--- src/rtl/fetch_stage.sv ---
// Instruction-fetch stage with IF/ID register and a 1-entry stall hold buffer.
// Optional macro FETCH_MISALIGN_EN: misaligned redirect targets raise a sticky flag and block fetch.
module fetch_stage #(
  parameter logic [31:0] RESET_PC  = 32'h0000_0000,
  parameter logic [31:0] NOP_INSTR = 32'h0000_0013
) (
  input  logic        clk,
  input  logic        rst_n,
  output logic        imem_en,
  output logic [31:0] imem_addr,
  input  logic [31:0] imem_rdata,
  input  logic        stall,
  input  logic        redirect,
  input  logic [31:0] redirect_pc,
  output logic        id_valid,
  output logic [31:0] id_instr,
  output logic [31:0] id_pc,
  output logic [31:0] id_pc4,
  output logic        fetch_misalign
);

  logic [31:0] r_fetch_pc;
  logic        r_inflight;
  logic [31:0] r_inflight_pc;
  logic        r_buf_valid;
  logic [31:0] r_buf_instr;
  logic [31:0] r_buf_pc;
  logic        r_id_valid;
  logic [31:0] r_id_instr;
  logic [31:0] r_id_pc;
  logic [31:0] r_id_pc4;
  logic        w_misalign;
  logic        w_issue;
  logic [31:0] w_target;

  assign w_target = redirect_pc & 32'hFFFF_FFFC;

`ifdef FETCH_MISALIGN_EN
  logic r_misalign;

  // Sticky until the next redirect; an aligned target clears it on the same edge.
  always_ff @(posedge clk or negedge rst_n) begin
    if (!rst_n) begin
      r_misalign <= 1'b0;
    end else if (redirect) begin
      r_misalign <= |redirect_pc[1:0];
    end
  end

  assign w_misalign = r_misalign;
`else
  assign w_misalign = 1'b0;
`endif

  assign w_issue        = rst_n && !redirect && !stall && !w_misalign;
  assign imem_en        = w_issue;
  assign imem_addr      = r_fetch_pc;
  assign id_valid       = r_id_valid;
  assign id_instr       = r_id_instr;
  assign id_pc          = r_id_pc;
  assign id_pc4         = r_id_pc4;
  assign fetch_misalign = w_misalign;

  always_ff @(posedge clk or negedge rst_n) begin
    if (!rst_n) begin
      r_fetch_pc    <= RESET_PC;
      r_inflight    <= 1'b0;
      r_inflight_pc <= '0;
      r_buf_valid   <= 1'b0;
      r_buf_instr   <= '0;
      r_buf_pc      <= '0;
      r_id_valid    <= 1'b0;
      r_id_instr    <= NOP_INSTR;
      r_id_pc       <= '0;
      r_id_pc4      <= '0;
    end else begin
      r_inflight <= w_issue;
      if (w_issue) begin
        r_fetch_pc    <= r_fetch_pc + 32'd4;
        r_inflight_pc <= r_fetch_pc;
      end
      if (redirect) begin
        r_fetch_pc  <= w_target;
        r_buf_valid <= 1'b0;
        r_id_valid  <= 1'b0;
        r_id_instr  <= NOP_INSTR;
      end else if (stall) begin
        // Issue is suppressed while stalled, so at most one return ever needs parking.
        if (r_inflight) begin
          r_buf_valid <= 1'b1;
          r_buf_instr <= imem_rdata;
          r_buf_pc    <= r_inflight_pc;
        end
      end else if (r_inflight) begin
        r_id_valid <= 1'b1;
        r_id_instr <= imem_rdata;
        r_id_pc    <= r_inflight_pc;
        r_id_pc4   <= r_inflight_pc + 32'd4;
      end else if (r_buf_valid) begin
        r_buf_valid <= 1'b0;
        r_id_valid  <= 1'b1;
        r_id_instr  <= r_buf_instr;
        r_id_pc     <= r_buf_pc;
        r_id_pc4    <= r_buf_pc + 32'd4;
      end else begin
        r_id_valid <= 1'b0;
        r_id_instr <= NOP_INSTR;
      end
    end
  end

endmodule

--- config.mk ---
export PLATFORM = sky130hd
export DESIGN_NAME = fetch_stage
export DESIGN_NICKNAME = d
export VERILOG_FILES = /design/src/rtl/fetch_stage.sv
export SDC_FILE = /design/constraint.sdc
export NUM_CORES = 1
export LEC_CHECK = 0
export ABC_AREA = 0
export ABC_CLOCK_PERIOD_IN_PS = 2600
export BUFFER_PORTS_ARGS = -buffer_cell sky130_fd_sc_hd__buf_2
export CORE_MARGIN = 1
export CORE_UTILIZATION = 50
export CTS_BUF_LIST = sky130_fd_sc_hd__clkbuf_16
export CTS_CLUSTER_SIZE = 8
export DETAILED_ROUTE_END_ITERATION = 10
export PLACE_DENSITY = 0.85
export SLEW_MARGIN = 20
export SYNTH_ARGS = -nofsm -noshare
export SYNTH_HDL_FRONTEND = slang
export SYNTH_SLANG_ARGS = --single-unit
--- constraint.sdc ---
create_clock -name clk -period 2.6 [get_ports clk]
set_clock_uncertainty 0.15 [all_clocks]
set_input_delay 0.39 -clock clk [delete_from_list [all_inputs] [get_ports clk]]
set_output_delay 0.39 -clock clk [all_outputs]
set_load 0.01 [all_outputs]
# Word-level counts from Yosys, hierarchy flattened
# Cells that the tools add are included.
[totals] ff_bits=227 inputBits=68 wordCells=45
[op_classes] add_sub_neg=3 eq_ne=3 muxes=18 n_bitwise=2 reduce_logical=9
[ops] op="$mux W32" n=10
[ops] op="$add A32 B3 Y32 const B" n=3
[ops] op="$mux W1" n=8
[ops] op="$reduce_and A3 Y1" n=2
[ops] op="$reduce_bool A2 Y1" n=2
[ops] op="$ne A3 B1 Y1 const B" n=1
[ops] op="$ne A3 B3 Y1 const B" n=1
[ops] op="$logic_and A1 B1 Y1" n=2
[ops] op="$logic_not A1 Y1" n=2
[ops] op="$ne A2 B1 Y1 const B" n=1
[ops] op="$not A1 Y1" n=2
[ops] op="$reduce_and A2 Y1" n=1

# Longest topological paths before layout
# Gate-level depths: netlist (run 1).
[logic_depth] depth_word=5 depth_mapped=11 ltp_nobuf=7

# Worst setup path before layout (run 1)
# Ideal clock, no wire load.
[synth_path] kind="register to register" startpoint="register r_inflight" endpoint="register r_id_pc4[22] (netlist: id_pc4[22])" setup_time_ns=0.095 t_arrival_ns=2.383 t_required_ns=2.355 slack_ns=-0.028 stages_incl_launch_ff=12 cell_sequence="dfrtp_1 buf_6 buf_8 buf_6 buf_4 mux2_2 ha_1 nand4_1 o22ai_2 nand4_2 o21a_1 o31ai_1"
[synth_between] elab_chain_len=2 elab_cells_between_ends=3 classes_between="1 x mux; 2 x reduce/logical"
[synth_lines] item="start: declaration" line="23" text="logic r_inflight;"
[synth_lines] item="start signal: assignment" line="77" text="r_inflight <= w_issue;"
[synth_lines] item="$reduce_bool A2 Y1 (no line)"
[synth_lines] item="$reduce_and A3 Y1 (no line)"
[synth_lines] item="end signal: assignment" line="98" text="r_id_pc4 <= r_inflight_pc + 32'd4;"
[synth_lines] item="end signal: assignment" line="104" text="r_id_pc4 <= r_buf_pc + 32'd4;"
[synth_lines] item="end: declaration" line="31" text="logic [31:0] r_id_pc4;"
# Several ways; a longest one is shown, not always the timed one.
# A chain may end at the register's enable or synchronous reset.

# Worst setup path after layout (run 1)
[layout_path] startpoint="register r_inflight" endpoint="register r_id_pc4[19] (netlist: id_pc4[19])"
# The elaborated chain is that of the path after synthesis.

==> results of run 1 <==
## worst register-to-register path, cell delays in order, from the launching register on
cell,delay [ps]
dfrtp_4,500
buf_12,200
nand3b_4,180
a222oi_1,540
buf_4,250
nand4_1,130
xnor2_1,160
o21ai_0,190
## through the flow
step / total power (uW) / area (um^2)
after CTS: 10300 / 12900
after detailed placement: 6660 / 11400
after floorplan: 5780 / 10200
after global routing: 10800 / 13000
final: 10200 / 13000
after global placement: 6540 / 11400
## state kept, by name (all words and copies together), names as in the netlist
signal and count:
r_inflight_pc 30, id_instr 32, r_inflight 1, imem_addr 30
id_valid 1, r_buf_valid 1, r_buf_pc 30, id_pc4 30
id_pc 30, r_buf_instr 32
## cell families after synthesis
| group | synth area share [%] |
|---|---|
| muxes | 13.0 |
| DFF | 53.2 |
| and+or+nand+nor | 14.7 |
| buffers and inverters | 3.49 |
| AOI/OAI and AO/OA | 11.2 |
| adders and majority gates | 0.245 |
| xor gates and xnor gates | 4.03 |
| other | 0.0367 |
## worst paths after layout
check,slack [ps],end,depth (start not counted),start
worst max-delay path,210,id_pc4[19]$_DFFE_PN0P_,7,r_inflight$_DFF_PN0_
worst max register to register,210,id_pc4[19]$_DFFE_PN0P_,7,r_inflight$_DFF_PN0_
min in group asynchronous,320,imem_addr[11]$_DFFE_PN0P_,2,rst_n
worst min register to register,320,id_pc4[9]$_DFFE_PN0P_,2,id_pc4[9]$_DFFE_PN0P_
worst min-delay path,70,imem_addr[22]$_DFFE_PN0P_,3,redirect
max in group asynchronous,920,r_inflight$_DFF_PN0_,4,rst_n
## power by group through the flow
stage	registers [uW]	clock network [uW]	logic, uW
global placement	4700	0	1840
CTS	4700	3560	2010
detailed placement	4750	0	1910
floorplan	4720	0	1060
finish	4730	3490	2010
global route	4820	3700	2250
## cells in the final DEF (no fill, tap or decap), types with 4 or more instances in the layout
cell           count
nand2_1          119
nand3_1           29
nor2b_1            6
nor3_1             7
a21oi_1           34
and4_1             4
nor4_1            12
o31ai_1            6
nand4_1           20
buf_2            188
o21ai_0           73
buf_12             4
xnor2_1           34
clkbuf_16         31
mux2i_1           25
mux2_2            96
a22oi_2            4
inv_1             29
nand4b_1           6
nor2_1            74
a21o_1             4
buf_4             19
o21a_1             5
a22oi_1           34
and3_1             8
xor2_1            13
nand3b_1          12
dfrtp_1          213
conb_1             7
dlygate4sd3_1     64
## final cells by class
type                    instances  share of cell area, %
well taps                     265                   2.55
inverters                       4                  0.116
repair buffers                277                   14.2
flip-flops and latches        217                   41.9
clock inverters                26                  0.781
multi-input cells             672                   34.5
clock buffers                  31                   5.98
## routing by layer
layer	up-vias	global-route usage, %	share of wire (%)
li1	3892	-	-
met1	4047	35.9	45
met2	348	38.1	46
met3	66	3.88	5.8
met4	0	10.2	3.5
met5	-	0	0
==> metrics.md, run 1 <==
| Metric | Value |
|---|---|
| FMAX | 0.418 GHz |
| Final period util | 92.0% |
| Combinational power share | 19.6% |
| Rows | 51 |
| TNS Setup | 0 ps |
| Die Area | 21000 um^2 |
| Initial DRC count | 756 |
| Int Power | 7180 uW |
| Grt ovf | 0 |
| Post-synthesis register bit count | 217 |
| Post-synth EDFFs | 0 |
| N_diodes | 0 |
| Tmin final | 2390 ps |
| P&R area growth vs syn | 27.2% |
| Io pins | 199 |
| Flop pwr share | 46.2% |
| Register area | 5440 um^2 |
| Initial Utilization | 51.8% |
| H-Tree Depth | 1 |
| Syn avg cell area | 10.7 um^2 |
| Num CTS Buffers | 31 |
| Post-Syn Area | 10200 um^2 |
| Root Driver | clkbuf_16 |
| # DRC | 0 |
| Top cell type's share of synthesized area | 52.5% |
| Fin. max-slew vios | 0 |
| First-pass GRT wire length | 41.4 mm |
| FFs w/ async S/R, synth | 100% |
| Slew @ Worst Pin | 694 ps |
| # port buffers | 189 |
| Max clock buf depth | 3 |
| Sw frac | 29.8% |
| Ranking of synthesized cells by area | dfrtp_1, mux2_2, nand2_1 |
| Routability cong. | 0.929 |
| Final core occ | 65.8% |
| Startpoint Class | flip-flop |
| Inst Count DP | 1370 |
| TritonCTS sink count | 217 |
| Unrepaired setup endpoints after global routing | no |
| Syn Inst Count | 954 |
| Layout cell share with drive strength beyond 1 | 29.3% |
| Hold WS | 73.3 ps |
| TritonRoute pass-1 iters | 6 |
| Synth area leader | dfrtp_1 |
| Drt wl/cell | 17.5 um |
| Vias in the first global route | 7945 |
| Hold Buf Count CTS | 63 |
| Vias per inst | 5.60 |
| Fin. Hold Viols | 0 |
| Critical path's slowest cell | a222oi_1 |
| Syn. warnings | 0 |
| Place WS | 253 ps |
| Power per cell area | 788 nW/um^2 |
| Largest delay share family, worst path | compound AO/OA/AOI/OAI gates |
| Post-CTS sizing | 0 |
| WP data arrival | 2680 ps |
| Clock network power share | 34.1% |
| Final setup viols | 0 |
| Count leader, synth | dfrtp_1 |
| Status | finished, final reports clean |
| Clock transition at path regs | 50 ps |
| Crit-path cells | buf_12 -> nand3b_4 -> a222oi_1 -> buf_4 -> nand4_1 -> xnor2_1 -> o21ai_0 |
| Critical path buffer and inverter count | 2 |
| Drt total wl | 26.1 mm |
| Worst rel slew slack | 53.7% |
| Pin count of the biggest net entering global routing | 204 |
| Top_reg_cell synth | dfrtp_1 |
| Net Sw Power | 3050 uW |
| Maximum vdd drop | 488 uV |
| Core Area | 19700 um^2 |
| Worst setup margin | 209 ps |
| Post-synthesis sequential area ratio | 53.2% |
| DP Wirelength | 16.7 mm |
| Max FO, Critical Path | 50 |
| HP Class | in2reg |
| Req. time, crit path | 2890 ps |
| CTS tree | done |
| Antenna Violating Nets Remaining | 0 |
| Netlist cell types | 51 |
| Initial antenna violation count | 0 |
| Max incr delay on CP | 540 ps |
| Fillers | 1483 |
| Count of max-cap constraint violations | 0 |
| Leak | 0.00606 uW |
| Clk Latency, worst-skew pair | 530 ps |
| Chip height | 145 um |
| Kind of end point of the critical path | flip-flop |
| Overall Global Routing Usage | 25.1% |
| Crit path kind | reg2reg |
| Final layout net count | 1273 |
| Post-CTS setup repair buffer count | 0 |
| Synth top cells by count | dfrtp_1, nand2_1, mux2_2 |
| Via count | 8353 |
| Multi-input logic area | 4470 um^2 |
| Die X | 145 um |
| Non-filler instance count after layout | 1492 |
Note: power is estimated with default switching activity, not from simulation.
==> run 2: changes to the inputs <==
--- a/config.mk
+++ b/config.mk
@@ -6,14 +6,15 @@
 export NUM_CORES = 1
 export LEC_CHECK = 0
 export ABC_AREA = 0
-export ABC_CLOCK_PERIOD_IN_PS = 2600
 export BUFFER_PORTS_ARGS = -buffer_cell sky130_fd_sc_hd__buf_2
+export CELL_PAD_IN_SITES_DETAIL_PLACEMENT = 2
+export CELL_PAD_IN_SITES_GLOBAL_PLACEMENT = 2
 export CORE_MARGIN = 1
-export CORE_UTILIZATION = 50
+export CORE_UTILIZATION = 38
 export CTS_BUF_LIST = sky130_fd_sc_hd__clkbuf_16
 export CTS_CLUSTER_SIZE = 8
 export DETAILED_ROUTE_END_ITERATION = 10
-export PLACE_DENSITY = 0.85
+export PLACE_DENSITY = 0.94
 export SLEW_MARGIN = 20
 export SYNTH_ARGS = -nofsm -noshare
 export SYNTH_HDL_FRONTEND = slang
==> constraint.sdc (replaced) <==
create_clock -name clk -period 2.84 [get_ports clk]
set_clock_uncertainty 0.15 [all_clocks]
set_input_delay 0.426 -clock clk [delete_from_list [all_inputs] [get_ports clk]]
set_output_delay 0.426 -clock clk [all_outputs]
set_load 0.01 [all_outputs]
==> run 2 against run 1 <==
Effect of this change:
- the flow now finishes with violations (design-rule violations)
- wire length up 44%
- die area up 31%
- core utilization down 17 points
- register-to-register slack worse by 50 ps
==> metrics.md, run 2 (synthesis results as in run 1) <==
| Metric | Value |
|---|---|
| DP Wirelength | 22.7 mm (was 16.7 mm) |
| Die X | 166 um (was 145 um) |
| # DRC | 14 (was 0) |
| Final setup viols | 0 (unchanged) |
| Commonest cells after routing, fill and taps aside | dfrtp_1, buf_2, nand2_1 (unchanged) |
| P&R area growth vs syn | 25.7% (was 27.2%) |
| Kind of end point of the critical path | output port (was flip-flop) |
| Initial Utilization | 38.9% (was 51.8%) |
| Chip height | 166 um (was 145 um) |
| Leak | 0.00589 uW (was 0.00606 uW) |
| Violated checks | design-rule violations |
| Slew @ Worst Pin | 841 ps (was 694 ps) |
| Tmin final | 2740 ps |
| First-pass GRT wire length | 59.2 mm (was 41.4 mm) |
| Net Sw Power | 3140 uW (was 3050 uW) |
| Root Driver | clkbuf_16 (unchanged) |
| Reg2reg end | id_pc4[28]$_DFFE_PN0P_ (was id_pc4[19]$_DFFE_PN0P_) |
| Initial antenna violation count | 3 (was 0) |
| Final core occ | 49.0% (was 65.8%) |
| Crit path kind | in2out (was reg2reg) |
| Post-CTS setup repair buffer count | 0 (unchanged) |
| Worst Setup SP | rst_n (was r_inflight$_DFF_PN0_) |
| Area post-placement | 11500 um^2 (was 11400 um^2) |
| Max clock buf depth | 3 (unchanged) |
| Vias in the first global route | 9997 (was 7945) |
| Layout cell share with drive strength beyond 1 | 29.5% (was 29.3%) |
| Initial DRC count | 560 (was 756) |
| Drt wl/cell | 24.5 um (was 17.5 um) |
| Commonest non-fill, non-tap cell in the layout | dfrtp_1 (unchanged) |
| Fin. max-slew vios | 0 (unchanged) |
| TNS Setup | 0 ps (unchanged) |
| Final period util | 96.4% |
| Num CTS Buffers | 31 (unchanged) |
| Flop pwr share | 45.9% (was 46.2%) |
| Routability cong. | 0.815 (was 0.929) |
| WP data arrival | 2160 ps (was 2680 ps) |
| Clk Latency, worst-skew pair | 540 ps (was 530 ps) |
| Status | finished, violations left (was finished, final reports clean) |
| HP Class | in2reg (unchanged) |
| Startpoint Class | primary input (was flip-flop) |
| # port buffers | 189 (unchanged) |
| FMAX | 0.365 GHz |
| Overall Global Routing Usage | 27.4% (was 25.1%) |
| R2r worst-path depth | 7 (unchanged) |
| Drt total wl | 37.5 mm (was 26.1 mm) |
| Worst rel slew slack | 43.9% (was 53.7%) |
| Grt ovf | 0 (unchanged) |
| Core Area | 26200 um^2 (was 19700 um^2) |
| CP endpoint | imem_en (was id_pc4[19]$_DFFE_PN0P_) |
| Unrepaired setup endpoints after global routing | no (unchanged) |
| Pin count of the biggest net entering global routing | 121 (was 204) |
| Int Power | 6540 uW (was 7180 uW) |
| Fin. Hold Viols | 0 (unchanged) |
| Clock transition at path regs | 50 ps (about the same) |
| Sw frac | 32.4% (was 29.8%) |
| Post-route design area | 12800 um^2 (was 13000 um^2) |
| Rows | 59 (was 51) |
| Combinational power share | 20.3% (was 19.6%) |
| Place WS | 263 ps (was 253 ps) |
| Count of max-cap constraint violations | 0 (unchanged) |
| Req. time, crit path | 2260 ps (was 2890 ps) |
| Reg2Reg Setup Slack | 160 ps (was 210 ps) |
| TritonCTS sink count | 217 (unchanged) |
| Die Area | 27500 um^2 (was 21000 um^2) |
| Maximum vdd drop | 434 uV (was 488 uV) |
| Antenna Violating Nets Remaining | 0 (unchanged) |
| Via count | 8662 (was 8353) |
| H-Tree Depth | 1 (unchanged) |
| Worst reg2reg startpoint | r_inflight$_DFF_PN0_ (unchanged) |
| Power per cell area | 754 nW/um^2 (was 788 nW/um^2) |
| Io pins | 199 (unchanged) |
| Max FO, Critical Path | 33 (was 50) |
| CTS tree | done (unchanged) |
| Final layout net count | 1254 (was 1273) |
| TritonRoute pass-1 iters | 10 (was 6) |
| Worst setup margin | 103 ps (was 209 ps) |
| Vias per inst | 5.65 (was 5.60) |
| Clock network power share | 33.8% (was 34.1%) |
-- run 2: cell types whose count changed in the layout (fill, tap and decap cells not counted), moves of 3 or more --
cell	change
diode_2	+3
dlygate4sd3_1	-12
inv_1	-13
buf_4	-7
-- run 2: per-layer routing --
metal | routed length (um) | track usage (%) | part of all wire, %
met1 | 16100 | 34.9 | 43
met2 | 18800 | 47.6 | 50
met3 | 1420 | 3.69 | 3.8
met4 | 1160 | 10.0 | 3.1
met5 | 0 | 0 | 0
-- run 2: timing repair --
item,4_1_cts,5_1_grt
gates resized for setup,0,0
endpoints found under the hold margin,83,0
hold buffers,52,0
-- run 2: through the flow --
step | hold WS, ps | std cells | total power [uW]
floorplan | -19.6 | 960 | 5290
global placement | 307 | 1434 | 6040
detailed placement | 315 | 1434 | 6270
CTS | 1.91 | 1530 | 9640
global route | 2.18 | 1533 | 10100
finish | 20.1 | 1533 | 9670
-- run 2: worst max-delay path, stage by stage --
cell and delay, ps:
dlygate4sd3_1 580, buf_8 110, nor2b_1 340, nor2b_2 280
buf_12 230, buf_2 170
-- run 2: final cells by class --
class	count	area, um^2
tap	335	419
inverter	4	15.0
clock buffer	31	776
timing repair buffer	258	1670
clock inverter	13	52.6
antenna	3	7.51
sequential	217	5440
fill	2656	13400
multi-input combinational	672	4460
-- run 2: how the worst min path moves through the flow --
stage	start	endpoint	slack, ps	cells after the start
final	imem_rdata[10]	r_buf_instr[10]$_DFFE_PN0P_	20	2
after global routing	imem_rdata[10]	r_buf_instr[10]$_DFFE_PN0P_	2	2
after CTS	redirect_pc[31]	imem_addr[31]$_DFFE_PN0P_	2	3
after detailed placement	id_pc[10]$_DFFE_PN0P_	id_pc[10]$_DFFE_PN0P_	320	2
after global placement	id_pc[17]$_DFFE_PN0P_	id_pc[17]$_DFFE_PN0P_	310	2
after floorplan	rst_n	id_instr[10]$_DFFE_PN0N_	-20	0
-- run 2: power by group through the flow --
stage | Sequential (uW) | Combinational (uW) | Clock, uW
floorplan | 4320 | 965 | 0
global placement | 4320 | 1710 | 0
detailed placement | 4420 | 1850 | 0
CTS | 4400 | 1950 | 3290
global route | 4500 | 2130 | 3460
finish | 4440 | 1960 | 3270
==> run 3: changes to the inputs <==
--- a/config.mk
+++ b/config.mk
@@ -10,11 +10,11 @@
 export CELL_PAD_IN_SITES_DETAIL_PLACEMENT = 2
 export CELL_PAD_IN_SITES_GLOBAL_PLACEMENT = 2
 export CORE_MARGIN = 1
-export CORE_UTILIZATION = 38
+export CORE_UTILIZATION = 32
 export CTS_BUF_LIST = sky130_fd_sc_hd__clkbuf_16
 export CTS_CLUSTER_SIZE = 8
 export DETAILED_ROUTE_END_ITERATION = 10
-export PLACE_DENSITY = 0.94
+export PLACE_DENSITY = 0.85
 export SLEW_MARGIN = 20
 export SYNTH_ARGS = -nofsm -noshare
 export SYNTH_HDL_FRONTEND = slang
==> constraint.sdc (replaced) <==
create_clock -name clk -period 2.5 [get_ports clk]
set_clock_uncertainty 0.15 [all_clocks]
set_input_delay 0.375 -clock clk [delete_from_list [all_inputs] [get_ports clk]]
set_output_delay 0.375 -clock clk [all_outputs]
set_load 0.01 [all_outputs]
==> run 3 against run 2 <==
Effect of this change:
- the run now ends clean
- global-route usage decreased by 5.4 points
- total power rose by 14%
- combinational power rose by 18%
- critical path depth grew 1
- largest power group unchanged
- sequential share of layout area is 1.5 points lower
- hold slack improved by 52 ps
- count of clock-buffer cells in the layout unchanged
- worst setup slack improved by 1.6 ps
- die area grew 19%
- cell count grew 6.7%
- cell area increased by 3.6%
- sequential cell count unchanged
- highest routed layer unchanged
==> metrics.md, run 3 (synthesis results as in run 1) <==
| Metric | Value |
|---|---|
| Startpoint Class | flip-flop (was primary input) |
| Count of max-cap constraint violations | 0 (unchanged) |
| Commonest non-fill, non-tap cell in the layout | dfrtp_1 (unchanged) |
| FMAX | 0.417 GHz |
| P&R area growth vs syn | 30.3% (was 25.7%) |
| Commonest cells after routing, fill and taps aside | dfrtp_1, buf_2, nand2_1 (unchanged) |
| First-pass GRT wire length | 56.4 mm (was 59.2 mm) |
| Place WS | 57.2 ps (was 263 ps) |
| Hold WS | 71.9 ps (was 20.1 ps) |
| Final setup viols | 0 (unchanged) |
| Die Area | 32600 um^2 (was 27500 um^2) |
| Leak | 0.00612 uW (was 0.00589 uW) |
| TNS Setup | 0 ps (unchanged) |
| Crit path kind | reg2reg (was in2out) |
| Clk Latency, worst-skew pair | 550 ps (was 540 ps) |
| H-Tree Depth | 1 (unchanged) |
| Core Area | 31500 um^2 (was 26200 um^2) |
| Final layout net count | 1289 (was 1254) |
| R2r worst-path depth | 7 (unchanged) |
| Final period util | 95.8% |
| Overall Global Routing Usage | 22.1% (was 27.4%) |
| Combinational power share | 21.0% (was 20.3%) |
| CP endpoint | id_pc4[28]$_DFFE_PN0P_ (was imem_en) |
| Chip height | 181 um (was 166 um) |
| TritonRoute pass-1 iters | 4 (was 10) |
| Antenna Violating Nets Remaining | 0 (unchanged) |
| Num CTS Buffers | 31 (unchanged) |
| Worst rel slew slack | 39.0% (was 43.9%) |
| Max FO, Critical Path | 6 (was 33) |
| Total power | 11000 uW (was 9670 uW) |
| Worst reg2reg startpoint | r_inflight$_DFF_PN0_ (unchanged) |
| # port buffers | 189 (unchanged) |
| Clock network power share | 33.8% (about the same) |
| Max clock buf depth | 3 (unchanged) |
| Reg2reg end | id_pc4[28]$_DFFE_PN0P_ (unchanged) |
| Worst setup margin | 104 ps (was 103 ps) |
| Critical path's slowest cell | dfrtp_4 (was dlygate4sd3_1) |
| Clock transition at path regs | 60 ps (was 50 ps) |
| Req. time, crit path | 2800 ps (was 2260 ps) |
| Initial antenna violation count | 1 (was 3) |
| Via count | 8611 (was 8662) |
| Worst Setup SP | r_inflight$_DFF_PN0_ (was rst_n) |
| DP Wirelength | 22.9 mm (was 22.7 mm) |
| Status | finished, final reports clean (was finished, violations left) |
| Fin. Hold Viols | 0 (unchanged) |
| Drt wl/cell | 22.2 um (was 24.5 um) |
| Kind of end point of the critical path | flip-flop (was output port) |
| Unrepaired setup endpoints after global routing | no (unchanged) |
| HP Class | in2reg (unchanged) |
| Fillers | 3314 (was 2656) |
| CTS tree | done (unchanged) |
| Tmin final | 2400 ps |
| Initial DRC count | 376 (was 560) |
| Max incr delay on CP | 530 ps (was 580 ps) |
| Vias per inst | 5.27 (was 5.65) |
| Routability cong. | 0.820 (was 0.815) |
| Final core occ | 42.3% (was 49.0%) |
| TritonCTS sink count | 217 (unchanged) |
| Initial Utilization | 32.4% (was 38.9%) |
| Grt ovf | 0 (unchanged) |
| Net Sw Power | 3500 uW (was 3140 uW) |
| WP data arrival | 2690 ps (was 2160 ps) |
| Sw frac | 31.8% (was 32.4%) |
| Hold Path Origin | stall (was imem_rdata[10]) |
| # DRC | 0 (was 14) |
| Slew @ Worst Pin | 915 ps (was 841 ps) |
| Layout cell share with drive strength beyond 1 | 30.8% (was 29.5%) |
| Pin count of the biggest net entering global routing | 164 (was 121) |
| Power per cell area | 828 nW/um^2 (was 754 nW/um^2) |
| Die X | 181 um (was 166 um) |
| Drt total wl | 36.3 mm (was 37.5 mm) |
| Fin. max-slew vios | 0 (unchanged) |
| Root Driver | clkbuf_16 (unchanged) |
| Crit-path cells | mux2_4 -> ha_4 -> nand4_1 -> o22ai_4 -> nand3_2 -> o21a_1 -> o31ai_1 (was dlygate4sd3_1 -> buf_8 -> nor2b_1 -> nor2b_2 -> buf_12 -> buf_2) |
| Int Power | 7510 uW (was 6540 uW) |
| Maximum vdd drop | 553 uV (was 434 uV) |
| Flop pwr share | 45.2% (was 45.9%) |
| Rows | 65 (was 59) |
| Vias in the first global route | 9599 (was 9997) |
| Reg2Reg Setup Slack | 100 ps (was 160 ps) |
| Io pins | 199 (unchanged) |
## run 3: changes by cell type in the layout (fill, tap and decap cells not counted), moves of 2 or more
cell           change
dlygate4sd3_1     +11
mux2_4             +2
diode_2            -2
buf_4             +20
buf_12             +2
buf_6              +2
inv_1              +2
mux2_2             -2
## run 3: layer usage
layer | global-route usage, % | vias up | part of all wire [%]
met5 | 0 | - | 0
met4 | 8.99 | 0 | 3.9
met3 | 2.91 | 89 | 3.1
met2 | 37.1 | 204 | 48
met1 | 28.6 | 4406 | 45
li1 | - | 3912 | -
## run 3: repair_timing
action,CTS,global route
gates resized for setup,0,4
hold buffers,63,0
buffers inserted,0,3
hold endpoints to repair,276,0
setup endpoints to repair,0,6
## run 3: worst min-delay path by stage
| stage | endpoint | slack, ps | depth (start not counted) |
|---|---|---|---|
| global route | r_buf_valid$_DFFE_PN0P_ | 80 | 3 |
| finish | r_buf_valid$_DFFE_PN0P_ | 70 | 3 |
| detailed placement | imem_addr[2]$_DFFE_PN0P_ | 20 | 1 |
| global placement | imem_addr[2]$_DFFE_PN0P_ | 20 | 1 |
| floorplan | id_instr[10]$_DFFE_PN0N_ | -70 | 0 |
| CTS | r_buf_valid$_DFFE_PN0P_ | 50 | 3 |
## run 3: worst max-delay path, delay by kind of cell (launching register included)
| family | cells | cell delay, ps |
|---|---|---|
| mux | 1 | 250 |
| simple gates | 2 | 360 |
| fa+ha+maj | 1 | 170 |
| compound gates | 3 | 820 |
| flops | 1 | 530 |
## run 3: final cells by class
class,count,area (um^2),share of cell area [%]
Clock inverter,15,61.3,0.461
Tap cell,402,503,3.78
Timing Repair Buffer,293,1990,15.0
Sequential cell,217,5440,40.9
Antenna cell,1,2.50,0.0188
Inverter,4,15.0,0.113
Clock buffer,31,776,5.83
Multi-Input combinational cell,672,4510,33.9
## run 3: power by group through the flow
stage | sequential [uW] | clock [uW] | combinational (uW)
floorplan | 4910 | 0 | 1120
global placement | 4910 | 0 | 2080
detailed placement | 4990 | 0 | 2200
CTS | 4950 | 3810 | 2320
global route | 5060 | 3940 | 2530
finish | 4980 | 3720 | 2320
## run 3: stage by stage
stage	cells	cell area [um^2]
2_1_floorplan	960	10300
3_3_place_gp	1522	11800
3_5_place_dp	1522	11800
4_1_cts	1631	13200
5_1_grt	1635	13300
6_report	1635	13300
